==> config.mk <==
export PLATFORM = sky130hd
export DESIGN_NAME = wb_trace
export DESIGN_NICKNAME = d
export VERILOG_FILES = /design/src/rtl/wb_trace_pkg.sv /design/src/rtl/wb_trace_fifo.sv /design/src/rtl/wb_trace.sv
export SDC_FILE = /design/constraint.sdc
export NUM_CORES = 1
export LEC_CHECK = 0
export ABC_CLOCK_PERIOD_IN_PS = 11900
export BUFFER_PORTS_ARGS = -buffer_cell sky130_fd_sc_hd__buf_2
export CAP_MARGIN = 20
export CORE_ASPECT_RATIO = 0.9
export CORE_MARGIN = 5
export CORE_UTILIZATION = 35
export DETAILED_ROUTE_END_ITERATION = 8
export PLACE_DENSITY = 0.61
export SLEW_MARGIN = 10
export SYNTH_ARGS = -nofsm -noshare
export SYNTH_HDL_FRONTEND = slang
export SYNTH_SLANG_ARGS = --single-unit
==> constraint.sdc <==
create_clock -name clock -period 11.9 [get_ports clock]
set_input_delay 1.19 -clock clock [delete_from_list [all_inputs] [get_ports clock]]
set_output_delay 1.19 -clock clock [all_outputs]
set_load 0.02 [all_outputs]
==> src/rtl/wb_trace_pkg.sv <==
// Shared types and parameter defaults for the writeback trace capture block.
package wb_trace_pkg;

  localparam int DEPTH_DEF        = 16;
  localparam int STOP_ON_FULL_DEF = 1;
  localparam int FILTER_R0_DEF    = 1;

  typedef enum logic [1:0] {
    ST_IDLE    = 2'd0,
    ST_CAPTURE = 2'd1,
    ST_DONE    = 2'd2
  } state_t;

  // 69-bit trace record: PC, destination register, written value.
  typedef struct packed {
    logic [31:0] pc;
    logic [4:0]  rg;
    logic [31:0] data;
  } entry_t;

endpackage

==> src/rtl/wb_trace_fifo.sv <==
// First-word fall-through trace FIFO; a push into a full FIFO is accepted only
// when a pop happens in the same cycle.
module trace_fifo
  import wb_trace_pkg::*;
#(
  parameter int DEPTH = DEPTH_DEF
) (
  input  logic                     i_clk,
  input  logic                     i_rst_n,
  input  logic                     i_push,
  input  logic                     i_pop,
  input  entry_t                   i_wdata,
  output entry_t                   o_rdata,
  output logic                     o_full,
  output logic                     o_empty,
  output logic [$clog2(DEPTH):0]   o_count
);

  localparam int AW = $clog2(DEPTH);
  localparam logic [AW:0]   CNT_FULL = (AW+1)'(DEPTH);
  localparam logic [AW:0]   CNT_ONE  = (AW+1)'(1);
  localparam logic [AW-1:0] PTR_ONE  = AW'(1);

  entry_t        r_mem [DEPTH];
  logic [AW-1:0] r_wptr;
  logic [AW-1:0] r_rptr;
  logic [AW:0]   r_count;
  logic          w_pop;
  logic          w_push_ok;

  assign o_full    = (r_count == CNT_FULL);
  assign o_empty   = (r_count == '0);
  assign o_count   = r_count;
  assign w_pop     = i_pop && !o_empty;
  assign w_push_ok = i_push && (!o_full || w_pop);

  // Head is masked while empty so stale storage never leaks out (including in reset).
  assign o_rdata = o_empty ? '0 : r_mem[r_rptr];

  always_ff @(posedge i_clk) begin
    if (w_push_ok) r_mem[r_wptr] <= i_wdata;
  end

  always_ff @(posedge i_clk or negedge i_rst_n) begin
    if (!i_rst_n) begin
      r_wptr  <= '0;
      r_rptr  <= '0;
      r_count <= '0;
    end else begin
      if (w_push_ok) r_wptr <= r_wptr + PTR_ONE;
      if (w_pop)     r_rptr <= r_rptr + PTR_ONE;
      case ({w_push_ok, w_pop})
        2'b10:   r_count <= r_count + CNT_ONE;
        2'b01:   r_count <= r_count - CNT_ONE;
        default: r_count <= r_count;
      endcase
    end
  end

endmodule

==> src/rtl/wb_trace.sv <==
// Processor writeback tracer: IDLE/CAPTURE/DONE control, R0 filtering, overflow
// and stall counters around a trace_fifo readout path.
module wb_trace
  import wb_trace_pkg::*;
#(
  parameter int DEPTH        = DEPTH_DEF,
  parameter int STOP_ON_FULL = STOP_ON_FULL_DEF,
  parameter int FILTER_R0    = FILTER_R0_DEF
) (
  input  logic                   clock,
  input  logic                   reset,
  input  logic                   wb_en,
  input  logic [4:0]             wb_reg,
  input  logic [31:0]            wb_data,
  input  logic [31:0]            wb_pc,
  input  logic                   stall,
  input  logic                   start,
  input  logic                   stop,
  input  logic                   rd_ready,
  output logic                   rd_valid,
  output logic [31:0]            rd_pc,
  output logic [4:0]             rd_reg,
  output logic [31:0]            rd_data,
  output logic [$clog2(DEPTH):0] count,
  output logic                   overflow,
  output logic [15:0]            stall_cycles,
  output logic                   busy
);

  state_t r_state;
  state_t w_next;
  logic   r_overflow;
  logic [15:0] r_stall_cycles;

  entry_t w_wentry;
  entry_t w_head;
  logic   w_full;
  logic   w_empty;
  logic   w_capture;
  logic   w_drop;
  logic   w_start_go;

  assign w_start_go = start && !stop;
  assign w_capture  = (r_state == ST_CAPTURE) && wb_en &&
                      !((FILTER_R0 != 0) && (wb_reg == 5'd0));
  // Full FIFO only takes a push if the consumer frees a slot in the same edge.
  assign w_drop     = w_capture && w_full && !rd_ready;

  assign w_wentry.pc   = wb_pc;
  assign w_wentry.rg   = wb_reg;
  assign w_wentry.data = wb_data;

  trace_fifo #(
    .DEPTH (DEPTH)
  ) u_fifo (
    .i_clk   (clock),
    .i_rst_n (reset),
    .i_push  (w_capture),
    .i_pop   (rd_ready),
    .i_wdata (w_wentry),
    .o_rdata (w_head),
    .o_full  (w_full),
    .o_empty (w_empty),
    .o_count (count)
  );

  always_ff @(posedge clock or negedge reset) begin
    if (!reset) r_state <= ST_IDLE;
    else        r_state <= w_next;
  end

  always_comb begin
    w_next = r_state;
    case (r_state)
      ST_IDLE:    if (w_start_go) w_next = ST_CAPTURE;
      ST_CAPTURE: begin
        if (stop)                                w_next = ST_DONE;
        else if ((STOP_ON_FULL != 0) && w_full)  w_next = ST_DONE;
      end
      ST_DONE:    if (w_empty) w_next = ST_IDLE;
      default:    w_next = ST_IDLE;
    endcase
  end

  always_ff @(posedge clock or negedge reset) begin
    if (!reset) begin
      r_overflow     <= 1'b0;
      r_stall_cycles <= '0;
    end else if ((r_state == ST_IDLE) && w_start_go) begin
      r_overflow     <= 1'b0;
      r_stall_cycles <= '0;
    end else begin
      if (w_drop) r_overflow <= 1'b1;
      if ((r_state == ST_CAPTURE) && stall && (r_stall_cycles != 16'hFFFF))
        r_stall_cycles <= r_stall_cycles + 16'd1;
    end
  end

  assign rd_valid     = !w_empty;
  assign rd_pc        = w_head.pc;
  assign rd_reg       = w_head.rg;
  assign rd_data      = w_head.data;
  assign overflow     = r_overflow;
  assign stall_cycles = r_stall_cycles;
  assign busy         = (r_state == ST_CAPTURE);

endmodule

# After elaboration in Yosys (flattened, before gate mapping)
# Memories as Yosys holds them, arrays and structs flattened.
# Cells that the tools add are included.
[op_classes]
n_reduce_logical = 23
add_sub_neg = 5
eq_ne = 9
mux = 13
[op_table]
columns = ["op", "count"]
rows = [
  ["two-way mux 69 bit", 1],
  ["two-way mux 16 bit", 2],
  ["adder 16 x 1 -> 16 bit (second input constant)", 1],
  ["!= test 16 bit (second input constant)", 1],
  ["logical AND 1 bit", 10],
  ["zero test 5 bit", 2],
  ["case mux 5 bit (2 select lines)", 1],
  ["adder 4 x 1 -> 4 bit (second input constant)", 2],
  ["two-way mux 2 bit", 4],
  ["case mux 2 bit (3 select lines)", 1],
  ["nonzero test 2 bit", 3],
  ["adder 5 x 1 -> 5 bit (second input constant)", 1],
  ["== test 5 bit (second input constant)", 1],
  ["zero test 1 bit", 5],
  ["subtractor 5 x 1 -> 5 bit (second input constant)", 1],
  ["== test 2 x 1 -> 1 bit (second input constant)", 2],
  ["== test 2 bit (second input constant)", 2],
  ["two-way mux 1 bit", 4],
  ["!= test 3 x 2 -> 1 bit (second input constant)", 1],
  ["AND reduction 3 bit", 1],
  ["zero test 2 bit", 1],
  ["!= test 2 x 1 -> 1 bit (second input constant)", 1],
  ["!= test 2 bit (second input constant)", 1],
  ["logical OR 1 bit", 1],
]
[word_totals]
regBits = 32
mem_count = 1
ram_bits = 1104
inputBits = 76
[memory_table]
columns = ["memory", "words", "word_bits", "read_ports", "rd_ports_with_merged_regs", "write_ports", "line_no", "text"]
rows = [
  ["u_fifo.r_mem", 16, 69, 1, 0, 1, "wb_trace_fifo.sv:24", "entry_t r_mem [DEPTH];"],
]

# Longest topological paths before layout
# Gate-level depths: netlist (run 1).
[logic_depth]
ltp_word = 7
mapped_depth = 12
mapped_depth_nobuf = 11

# By module
# Synthesis (run 1) repeated with hierarchy kept, for this count alone.
[unflattened]
cells_unflattened = 1953
area_unflattened_um2 = 43988.4
[modules_own_cells]
columns = ["mod", "area_each_um2", "cells_per_inst", "instances", "seq_area_each_um2"]
rows = [
  ["trace_fifo", 42929.9, 1839, 1, 33477.1],
  ["wb_trace", 1058.5, 114, 1, 475.5],
]

# Least setup slack after synthesis (run 1)
# No wires, ideal clock.
[synth_timing]
path_type = "input to register"
start = "in wb_reg[0]"
end = "mem u_fifo.r_mem[0][0] (netlist bit) (enable)"
t_required_ps = 11319
path_stages = 5
slack_ps = 4685
path_buffers = 0
arrival_ps = 6634
setup_ps = 581
cell_sequence = "or4_4 -> o211ai_2 -> nor2_1 -> nand2_1 -> nor3_1"
[synth_via]
elab_chain_len = 6
[synth_rtl]
columns = ["element", "line_no", "text"]
rows = [
  ["from (decl)", "wb_trace.sv:13", "input logic [4:0] wb_reg,"],
  ["zero test 5 bit", "wb_trace.sv:45", "!((FILTER_R0 != 0) && (wb_reg == 5'd0));"],
  ["zero test 1 bit", "wb_trace.sv:45", ""],
  ["logical AND 1 bit", "wb_trace.sv:44", "assign w_capture = (r_state == ST_CAPTURE) && wb_en &&"],
  ["logical AND 1 bit", "wb_trace_fifo.sv:35", "assign w_push_ok = i_push && (!o_full || w_pop);"],
  ["two-way mux 1 bit", "wb_trace_fifo.sv:41", "if (w_push_ok) r_mem[r_wptr] <= i_wdata;"],
  ["two-way mux 1 bit (implied by the code)", "wb_trace_fifo.sv:41", ""],
  ["to (decl)", "wb_trace_fifo.sv:24", ""],
]
# No other way between the ends.

# Worst setup path in the final report (run 1)
[layout_timing]
start = "reg u_fifo.r_rptr[2]"
end = "out rd_data[14]"
[layout_via]
elab_chain_len = 2
[layout_rtl]
columns = ["element", "line_no", "text"]
rows = [
  ["from (decl)", "wb_trace_fifo.sv:26", "logic [AW-1:0] r_rptr;"],
  ["from (signal assigned)", "wb_trace_fifo.sv:51", "if (w_pop) r_rptr <= r_rptr + PTR_ONE;"],
  ["memory (16 x 69 bit)", "n/a", ""],
  ["two-way mux 69 bit", "wb_trace_fifo.sv:38", "assign o_rdata = o_empty ? '0 : r_mem[r_rptr];"],
  ["to (decl)", "wb_trace.sv:23", "output logic [31:0] rd_data,"],
]
# No other way between the ends.

==> metrics.md, run 1 <==
| Metric | Value |
|---|---|
| Syn Inst Count | `1,903` |
| Total CTS buffers | `115` |
| Netlist cell types | `56` |
| Largest family of logic cells by synthesized area | `multiplexers` |
| Place WS | `6.39 ns` |
| Max transition margin | `20.7%` |
| Inst Count DP | `3,626` |
| CP max stage delay | `about 1.0 ns` |
| Top layer reached by signal wires | `met5` |
| Vias in the first global route | `21,200` |
| Synthesis-stage register bit count | `1,136` |
| Non-filler instance count after layout | `3,853` |
| Post-route clock period utilization | `between 50% and 60%` |
| Post-DP HPWL | `51,500 µm` |
| DR WL/cell | `approximately 26 µm` |
| WP data arrival | `4.95 ns` |
| Worst-path cell chain | `buf_4, buf_4, mux4_2, mux2i_1, o22ai_1, buf_2` |
| Pre-antenna DRT Iters | `5` |
| CTS tree | `yes` |
| Top cells by area, synth | `edfxtp_1 76%, mux4_2 14%, mux2i_1 3.3%, dfrtp_1 1.8%, o22ai_1 0.99%` |
| Initial Util | `35.3%` |
| Max VDD drop | `0.000135 V` |
| DIE AREA | `132,000 µm²` |
| Minimum clock period | `6.14 ns` |
| Drc violations | `0` |
| Total wire length | `~100,000 µm` |
| RSZ-0062 raised after global routing | `no` |
| Met3 routed WL | `6430 µm` |
| Main synth FF type | `edfxtp_1` |
| Yosys warning count | `0` |
| Metal-1 WL | `42,200 µm` |
| Setup tns final | `0 ns` |
| Endpoint type of the worst setup path | `output port` |
| Clk_skew | `0.0319 ns` |
| Fill count | `around 11,000` |
| PortBufs | `roughly 170` |
| Synth top area share | `76.0%` |
| DR iter-0 viols | `1,768` |
| CP Launch Type | `flip-flop` |
| Required time worst endpoint | `10.71 ns` |
| Top cells by count, synth | `1,104 x edfxtp_1, 276 x mux4_2, 142 x mux2i_1` |
| Endpoints failing setup | `0` |
| Final number of hold-violating endpoints | `0` |
| Synth area leader | `edfxtp_1` |
| Syn Nets | `1,989` |
| Critical path class | `reg -> out` |
| Die width | `382 µm` |
| Tot GR Track Use | `15.2%` |
| Compound-Gate Fraction of Synth Area | `1.61%` |
| Syn Area/Cell | `22.9 µm²` |
| Pwr Density | `224 nW/µm²` |
| Setup Buffers After CTS | `0` |
| P&R area growth vs syn | `15.4%` |
| Leak Pwr | `16.3 nW` |
| Async SR Flop Fraction | `2.82%` |
| Via count | `20,300` |
| Synth Area in Adders | `0.304%` |
| First-pass GRT wire length | `~150,000 µm` |
| DR vias/cell | `between 5 and 6` |
| Clock transition at path regs | `0.06 ns` |
| Later-pin clock latency in the skew report | `0.70 ns` |
| H-tree depth | `3` |
| Met2 WL post-DR | `~50,000 µm` |
| GP Congestion | `roughly 0.73` |
| Share of layout cells above drive strength 1 | `between 30 and 40%` |
| Post-Syn Area | `around 44,000 µm²` |
| Final #Nets | `around 2,200` |
| I/O pin total | `~170` |
| # rows | `between 100 and 150` |
| Overflow after GRT | `0` |
| Critical Path Most Common Cell | `buf_4` |
| Chip Height | `345 µm` |
| Clk sink count | `1,136` |
| Most frequent cell after synthesis | `edfxtp_1` |
| CTS Buffer Depth | `3` |
| Clk root buf | `clkbuf_16` |
| Post-synthesis simple-gate area fraction | `1.30%` |
| Routed Antenna Nets | `0` |
| Sequential fraction of the synthesis area | `77.8%` |
| HP Class | `reg -> reg` |
| Initial antenna violation count | `24` |
| Fmax | `roughly 0.16 GHz` |
| Proportion of synthesized area in mux cells | `17.5%` |
| Post-cts sizing count | `0` |
| EDFF count, synth | `1,104` |
| # hold bufs at CTS | `0` |
| Worst-path fanout max | `73` |
| Max-cap violations | `0` |
| CP max-delay cell | `dfrtp_4` |
| Slack of the critical path | `between 5 and 6 ns` |
| Core box area | `123,000 µm²` |
| Status | `completed` |
| Worst Tran Pin Value | `1.19 ns` |
| Slew Viols, Final | `0` |
| Post-Synth XOR/XNOR Area | `0.281%` |
| Pin count of the biggest net entering global routing | `79` |
## power by group
part / switching (W) / total (W) / leakage (nW) / internal (W)
Sequential: 0.000141 / 0.00457 / 10.3 / 0.00443
Combinational: 0.00177 / 0.00317 / 4.09 / 0.00140
Clock: 0.00150 / 0.00356 / 1.84 / 0.00207
## cells in the final DEF (no fill, tap or decap), types with 9 or more instances in the layout
cell type,synthesis,layout
buf_2,49,168
buf_4,6,45
bufinv_16,0,12
clkbuf_1,22,25
clkbuf_16,0,117
clkinv_1,0,30
clkinv_2,0,20
dfrtp_1,32,29
edfxtp_1,1104,1104
ha_1,9,9
mux2i_1,142,142
mux4_2,276,276
nand2_1,25,24
nand3_1,9,9
nor2_1,32,20
nor2_4,0,12
o22ai_1,69,69
## logic make-up (layout without fill, tap and decap cells)
kind of cell	Yosys count	after routing
flip-flops	1136	1136
AND/OR/NAND/NOR	108	108
multiplexers	419	419
XOR/XNOR	14	14
buffers and inverters	110	442
adder cells (fa/ha/maj)	10	10
other	0	6
AO/OA/AOI/OAI	106	106
## critical path: cells and delay by family, from the launching register on
family	cells	cell delay (ns)
DFF	1	1.01
buffers and inverters	3	2.15
AOI/OAI and AO/OA	1	0.57
muxes	2	0.46
## flip-flops by register name, indices dropped and copies added, names as in the netlist
signal / cells
r_state: 2
u_fifo.r_mem: 1104
u_fifo.r_rptr: 4
stall_cycles: 16
u_fifo.o_count: 5
overflow: 1
u_fifo.r_wptr: 4
## path summary, 6_finish.rpt
| check | from | end | slack, ns | depth (start not counted) |
|---|---|---|---|---|
| max | u_fifo.r_rptr[2] | rd_data[14] | 5.76 | 6 |
| min | overflow | overflow | 0.52 | 2 |
| max reg2reg | r_state[1] | u_fifo.r_mem[13][26] | 7.62 | 7 |
| min reg2reg | overflow | overflow | 0.52 | 2 |
| max in group asynchronous | reset | u_fifo.r_rptr[2] | 10.72 | 1 |
| min in group asynchronous | reset | stall_cycles[6] | 0.58 | 1 |
## area by class of cell
class                   count  area [µm²]  area share (%)
diodes                      6        15.0          0.0298
clock buffers             142        3020            6.00
clock inverters            76         753            1.50
inverters                   8        30.0          0.0596
multi-input cells         657        9300            18.5
flip-flops and latches   1136       34000            67.4
well taps                1612        2020            4.00
repair buffers            216        1260            2.50
## through the flow
| step | utilization [%] | power (W) | hold WS [ns] | instance area, µm² |
|---|---|---|---|---|
| after floorplan | - | 0.00691 | 0.454 | 43600 |
| after global placement | 37.6 | 0.00786 | 0.514 | 46500 |
| after detailed placement | 37.6 | 0.00789 | 0.521 | 46500 |
| after CTS | 40.7 | 0.0115 | 0.536 | 50300 |
| after global routing | 40.8 | 0.0118 | 0.556 | 50300 |
| final | 40.8 | 0.0113 | 0.521 | 50400 |
## metal layers
metal | vias to the layer above | track usage (%)
met3 | 173 | 3.40
li1 | 8594 | -
met1 | 10900 | 20.4
met5 | - | 0
met4 | 12 | 3.61
met2 | 623 | 25.4
No activity file was read; power rests on OpenSTA's default activity.
==> run 2, diff against run 1 <==
--- a/config.mk
+++ b/config.mk
@@ -5,14 +5,14 @@
 export SDC_FILE = /design/constraint.sdc
 export NUM_CORES = 1
 export LEC_CHECK = 0
-export ABC_CLOCK_PERIOD_IN_PS = 11900
+export ABC_CLOCK_PERIOD_IN_PS = 5230
 export BUFFER_PORTS_ARGS = -buffer_cell sky130_fd_sc_hd__buf_2
 export CAP_MARGIN = 20
 export CORE_ASPECT_RATIO = 0.9
 export CORE_MARGIN = 5
 export CORE_UTILIZATION = 35
 export DETAILED_ROUTE_END_ITERATION = 8
-export PLACE_DENSITY = 0.61
+export PLACE_DENSITY = 0.63
 export SLEW_MARGIN = 10
 export SYNTH_ARGS = -nofsm -noshare
 export SYNTH_HDL_FRONTEND = slang
==> constraint.sdc (replaced) <==
create_clock -name clock -period 5.23 [get_ports clock]
set_input_delay 0.523 -clock clock [delete_from_list [all_inputs] [get_ports clock]]
set_output_delay 0.523 -clock clock [all_outputs]
set_load 0.02 [all_outputs]
==> run 2 against run 1 <==
  * Sequential share of layout area barely moved
  * Via count barely moved
  * Die area did not move
  * Worst setup slack got worse by 4.8 ns
==> metrics.md, run 2 (synthesis results as in run 1) <==
| Metric | Value |
|---|---|
| Status | `completed` |
| Max transition margin | `roughly 29%` |
| H-tree depth | `3` |
| Final #Nets | `2,216` |
| Initial Util | `between 30% and 40%` |
| Fin util | `40.8%` |
| RSZ-0062 raised after global routing | `no` |
| Final number of hold-violating endpoints | `0` |
| Most common cell after layout, fill and taps aside | `edfxtp_1` |
| Overflow after GRT | `0` |
| DR iter-0 viols | `roughly 1,800` |
| Pwr Density | `a little over 500 nW/µm²` |
| Worst-path fanout max | `51` |
| # rows | `122` |
| Comb pwr share | `28.7%` |
| Minimum clock period | `4.25 ns` |
| PortBufs | `168` |
| Clock Power Share | `a little under a third` |
| Pin count of the biggest net entering global routing | `81` |
| CTS Buffer Depth | `3` |
| GP Congestion | `roughly 0.76` |
| Max VDD drop | `0.000440 V` |
| P&R area growth vs syn | `15.4%` |
| Critical path class | `reg -> out` |
| Post-cts sizing count | `0` |
| CTS tree | `yes` |
| Most frequent cells in the layout | `1,104 x edfxtp_1, 276 x mux4_2, 168 x buf_2` |
| Pre-antenna DRT Iters | `5` |
| WP data arrival | `3.73 ns` |
| Hold Slack | `0.135 ns` |
| Final Total Pwr | `0.0256 W` |
| Endpoints failing setup | `0` |
| CP max-delay cell | `nand2_4` |
| Total wire length | `99,300 µm` |
| Net Sw Frac | `30.9%` |
| Worst-path cell chain | `nor4_4, nand2b_1, nand2_4, buf_4, o22ai_1, buf_2` |
| Later-pin clock latency in the skew report | `about 0.7 ns` |
| Post-DP HPWL | `around 57,000 µm` |
| Largest register FFs | `1,104` |
| Die width | `382 µm` |
| Worst Tran Pin Value | `1.07 ns` |
| Clk root buf | `clkbuf_16` |
| Clock transition at path regs | `0.06 ns` |
| Endpoint type of the worst setup path | `output port` |
| DR WL/cell | `25.9 µm` |
| Net switching power | `0.00793 W` |
| Max-cap violations | `0` |
| Routed Antenna Nets | `0` |
| CP bufs+invs | `2` |
| HP Class | `in -> reg` |
| First-pass GRT wire length | `147,000 µm` |
| CP max stage delay | `0.79 ns` |
| Slew Viols, Final | `0` |
| Chip Height | `345 µm` |
| Clk_skew | `0.0469 ns` |
| Setup tns final | `0 ns` |
| Leak Pwr | `16.2 nW` |
| Share of layout cells above drive strength 1 | `31.0%` |
| Power Internal | `0.0177 W` |
| Vias in the first global route | `21,600` |
| CP Launch Type | `flip-flop` |
| Placed cell areas | `between 40,000 and 50,000 µm²` |
| Core box area | `about 120,000 µm²` |
| Required time worst endpoint | `4.71 ns` |
| Initial antenna violation count | `15` |
| Via count | `20,300` |
| DIE AREA | `between 100,000 and 150,000 µm²` |
| Drc violations | `0` |
| Most flop-heavy register | `u_fifo.r_mem` |
| Sequential share of power | `between 40% and 50%` |
| Tot GR Track Use | `~15%` |
| Clk sink count | `1,136` |
| Largest delay share family, worst path | `simple AND/OR/NAND/NOR gates` |
| Post-route clock period utilization | `about 81%` |
| Final Cell Area | `around 50,000 µm²` |
| FF-to-FF setup slack | `1.73 ns` |
| Total CTS buffers | `110` |
| Fmax | `roughly 0.24 GHz` |
| I/O pin total | `169` |
| DR vias/cell | `5.30` |
run 2: area by class of cell:
cell class,count,area (µm²)
Antenna cell,5,12.5
Inverter,8,30.0
Tap cell,1612,2020
Sequential cell,1136,34000
Clock buffer,133,2860
Clock inverter,69,699
Multi-Input combinational cell,657,9320
Timing Repair Buffer,217,1450
Fill cell,10600,73100
run 2: metal layers:
metal	wire length (µm)	track usage [%]
met1	42800	20.4
met2	48800	25.1
met3	5000	2.57
met4	2690	4.23
met5	11	0
run 2: power by group through the flow:
stage	sequential (W)	clock (W)	combinational, W
4_1_cts	0.0105	0.00793	0.00761
3_5_place_dp	0.0107	0	0.00759
2_1_floorplan	0.0104	0	0.00537
3_3_place_gp	0.0107	0	0.00753
5_1_grt	0.0105	0.00831	0.00797
6_report	0.0105	0.00777	0.00737
run 2: path summary, 6_finish.rpt:
path,startpoint,end,cells past startpoint
max,u_fifo.o_count[1],rd_pc[21],6
min,stop,r_state[1],2
max reg2reg,r_state[1],u_fifo.r_mem[14][62],7
min reg2reg,u_fifo.r_rptr[3],u_fifo.r_rptr[3],1
max in group asynchronous,reset,u_fifo.r_rptr[1],2
min in group asynchronous,reset,stall_cycles[0],2
run 2: metrics by stage:
stage               cells  setup WS (ns)
finish               3837          0.975
global placement     3629           1.58
CTS                  3832          0.890
detailed placement   3629           1.39
global route         3835          0.696
floorplan            1903          0.348
run 2: repair_timing:
action	4_1_cts	5_1_grt
hold endpoints to repair	32	0
buffers inserted	0	0
hold buffers	1	0
==> run 3, diff against run 2 <==
--- a/config.mk
+++ b/config.mk
@@ -5,7 +5,7 @@
 export SDC_FILE = /design/constraint.sdc
 export NUM_CORES = 1
 export LEC_CHECK = 0
-export ABC_CLOCK_PERIOD_IN_PS = 5230
+export ABC_CLOCK_PERIOD_IN_PS = 3800
 export BUFFER_PORTS_ARGS = -buffer_cell sky130_fd_sc_hd__buf_2
 export CAP_MARGIN = 20
 export CORE_ASPECT_RATIO = 0.9
==> constraint.sdc (replaced) <==
create_clock -name clock -period 3.8 [get_ports clock]
set_input_delay 0.38 -clock clock [delete_from_list [all_inputs] [get_ports clock]]
set_output_delay 0.38 -clock clock [all_outputs]
set_load 0.02 [all_outputs]
==> run 3 against run 2 <==
  * Cell area up 0.61%
  * Sequential share of layout area down 0.41 points
  * Global-route usage down 0.24 points
  * Clock skew down 0.019 ns
  * Count of clock-buffer cells in the layout up 1
  * Combinational power up 42%
  * Register-to-register slack worse by 1.2 ns
  * Core utilization up 0.25 points
  * Sequential cell count unchanged
  * First-iteration DRC count down 6.7%
  * Die area unchanged
  * Highest routed layer unchanged
==> metrics.md, run 3 (synthesis results as in run 1) <==
| Metric | Value |
|---|---|
| Total CTS buffers | `approximately 110` |
| DR iter-0 viols | `1,678` |
| Pwr Density | `700 nW/µm²` |
| Overflow after GRT | `0` |
| Minimum clock period | `roughly 3.6 ns` |
| CP Launch Type | `flip-flop` |
| Max transition margin | `43.7%` |
| Endpoints failing setup | `0` |
| DR WL/cell | `about 26 µm` |
| Hold Slack | `0.0806 ns` |
| CTS Buffer Depth | `3` |
| Critical path class | `reg -> out` |
| Most frequent cells in the layout | `1,104 x edfxtp_1, 276 x mux4_2, 168 x buf_2` |
| Clk sink count | `1,136` |
| Final Total Pwr | `~0.035 W` |
| Largest register FFs | `1,104` |
| Max VDD drop | `between 0.0004 and 0.0005 V` |
| Pin count of the biggest net entering global routing | `59` |
| DIE AREA | `132,000 µm²` |
| # rows | `about 120` |
| First-pass GRT wire length | `145,000 µm` |
| Clk_skew | `around 0.028 ns` |
| Max-cap violations | `0` |
| CTS tree | `yes` |
| Worst Tran Pin Value | `between 0.8 and 0.9 ns` |
| Later-pin clock latency in the skew report | `between 0.6 and 0.7 ns` |
| Via count | `20,300` |
| Most flop-heavy register | `u_fifo.r_mem` |
| Most common cell after layout, fill and taps aside | `edfxtp_1` |
| Initial Util | `35.3%` |
| Initial antenna violation count | `11` |
| Worst-path fanout max | `23` |
| DR vias/cell | `5.26` |
| Final number of hold-violating endpoints | `0` |
| Worst-path cell chain | `nor4_4, nand2b_2, nand2b_4, buf_4, o22ai_1, buf_2` |
| WP data arrival | `~3.2 ns` |
| Drc violations | `0` |
| Routed Antenna Nets | `0` |
| H-tree depth | `3` |
| Core box area | `123,000 µm²` |
| Endpoint type of the worst setup path | `output port` |
| GP Congestion | `around 0.8` |
| Final Cell Area | `50,700 µm²` |
| RSZ-0062 raised after global routing | `no` |
| Pre-antenna DRT Iters | `5` |
| Clock transition at path regs | `0.06 ns` |
| Slew Viols, Final | `0` |
| Placed cell areas | `approximately 47,000 µm²` |
| Fmax | `0.278 GHz` |
| Vias in the first global route | `21,400` |
| I/O pin total | `around 170` |
| Die width | `between 300 and 400 µm` |
| Share of layout cells above drive strength 1 | `between 30% and 40%` |
| Leak Pwr | `16.4 nW` |
| Final #Nets | `2,236` |
| Clk root buf | `clkbuf_16` |
| Post-route clock period utilization | `about 95%` |
| Chip Height | `345 µm` |
| Tot GR Track Use | `~15%` |
| Post-DP HPWL | `55,400 µm` |
| Status | `completed` |
| CP max stage delay | `0.52 ns` |
| PortBufs | `168` |
| Required time worst endpoint | `3.42 ns` |
| CP max-delay cell | `nor4_4` |
| Total wire length | `between 90,000 and 100,000 µm` |
| P&R area growth vs syn | `16.1%` |
| HP Class | `in -> reg` |
## run 3: cell count changes in the layout (fill, tap and decap cells not counted), moves of 2 or more
cell and change:
clkinv_1 +6, clkinvlp_4 -2, inv_6 +6, clkinv_16 -2, clkinv_2 -3, buf_4 +6, buf_12 +11, bufinv_16 +2
clkinv_8 -3, clkbuf_16 +2
## run 3: area by class of cell
class                   count  area [µm²]
diodes                      5        12.5
clock buffers             134        2910
well taps                1612        2020
fillers                 10600       72800
flip-flops and latches   1136       34000
clock inverters            70         656
multi-input cells         657        9330
inverters                   8        30.0
repair buffers            236        1750
## run 3: per-layer routing
layer / up-vias / GRT usage [%] / part of all wire (%)
met1: 10900 / 19.9 / 42
met3: 138 / 2.79 / 5.8
met4: 2 / 3.12 / 1.9
li1: 8607 / - / -
met2: 596 / 25.1 / 50
met5: - / 0 / 0.013
## run 3: worst max-delay path, delay by kind of cell (launching register included)
| kind | cells | cell delay (ns) |
|---|---|---|
| buf+inv | 2 | 0.64 |
| simple gates | 3 | 1.13 |
| flops | 1 | 0.48 |
| compound gates | 1 | 0.28 |
## run 3: through the flow
| stage | utilization [%] | setup WS [ns] | TNS (ns) | std cells |
|---|---|---|---|---|
| after global routing | 41.0 | 0.0480 | 0 | 3855 |
| after CTS | 41.0 | 0.0140 | 0 | 3852 |
| after detailed placement | 38.1 | 0.381 | 0 | 3646 |
| final | 41.0 | 0.201 | 0 | 3858 |
| after floorplan | - | -1.08 | -1106.75 | 1903 |
| after global placement | 38.1 | 0.474 | 0 | 3646 |
## run 3: final timing paths
path / from / to / slack [ns] / depth (start not counted)
worst max-delay path: u_fifo.o_count[1] / rd_data[12] / 0.20 / 6
worst min-delay path: wb_data[7] / u_fifo.r_mem[10][7] / 0.08 / 1
worst max register to register: r_state[1] / u_fifo.r_mem[12][26] / 0.54 / 8
worst min register to register: overflow / overflow / 0.54 / 2
max in group asynchronous: reset / u_fifo.r_rptr[2] / 2.89 / 2
min in group asynchronous: reset / stall_cycles[6] / 0.33 / 2
## run 3: power breakdown
part	switching, W	internal, W
registers	0.000398	0.0139
clock network	0.00453	0.00624
logic	0.00584	0.00461
total	0.0108	0.0247
## run 3: timing repair
item,CTS,global route
endpoints found under the hold margin,34,0
setup buffers,0,1
gates resized for setup,0,1
hold buffers,2,0
setup endpoints to repair,0,21
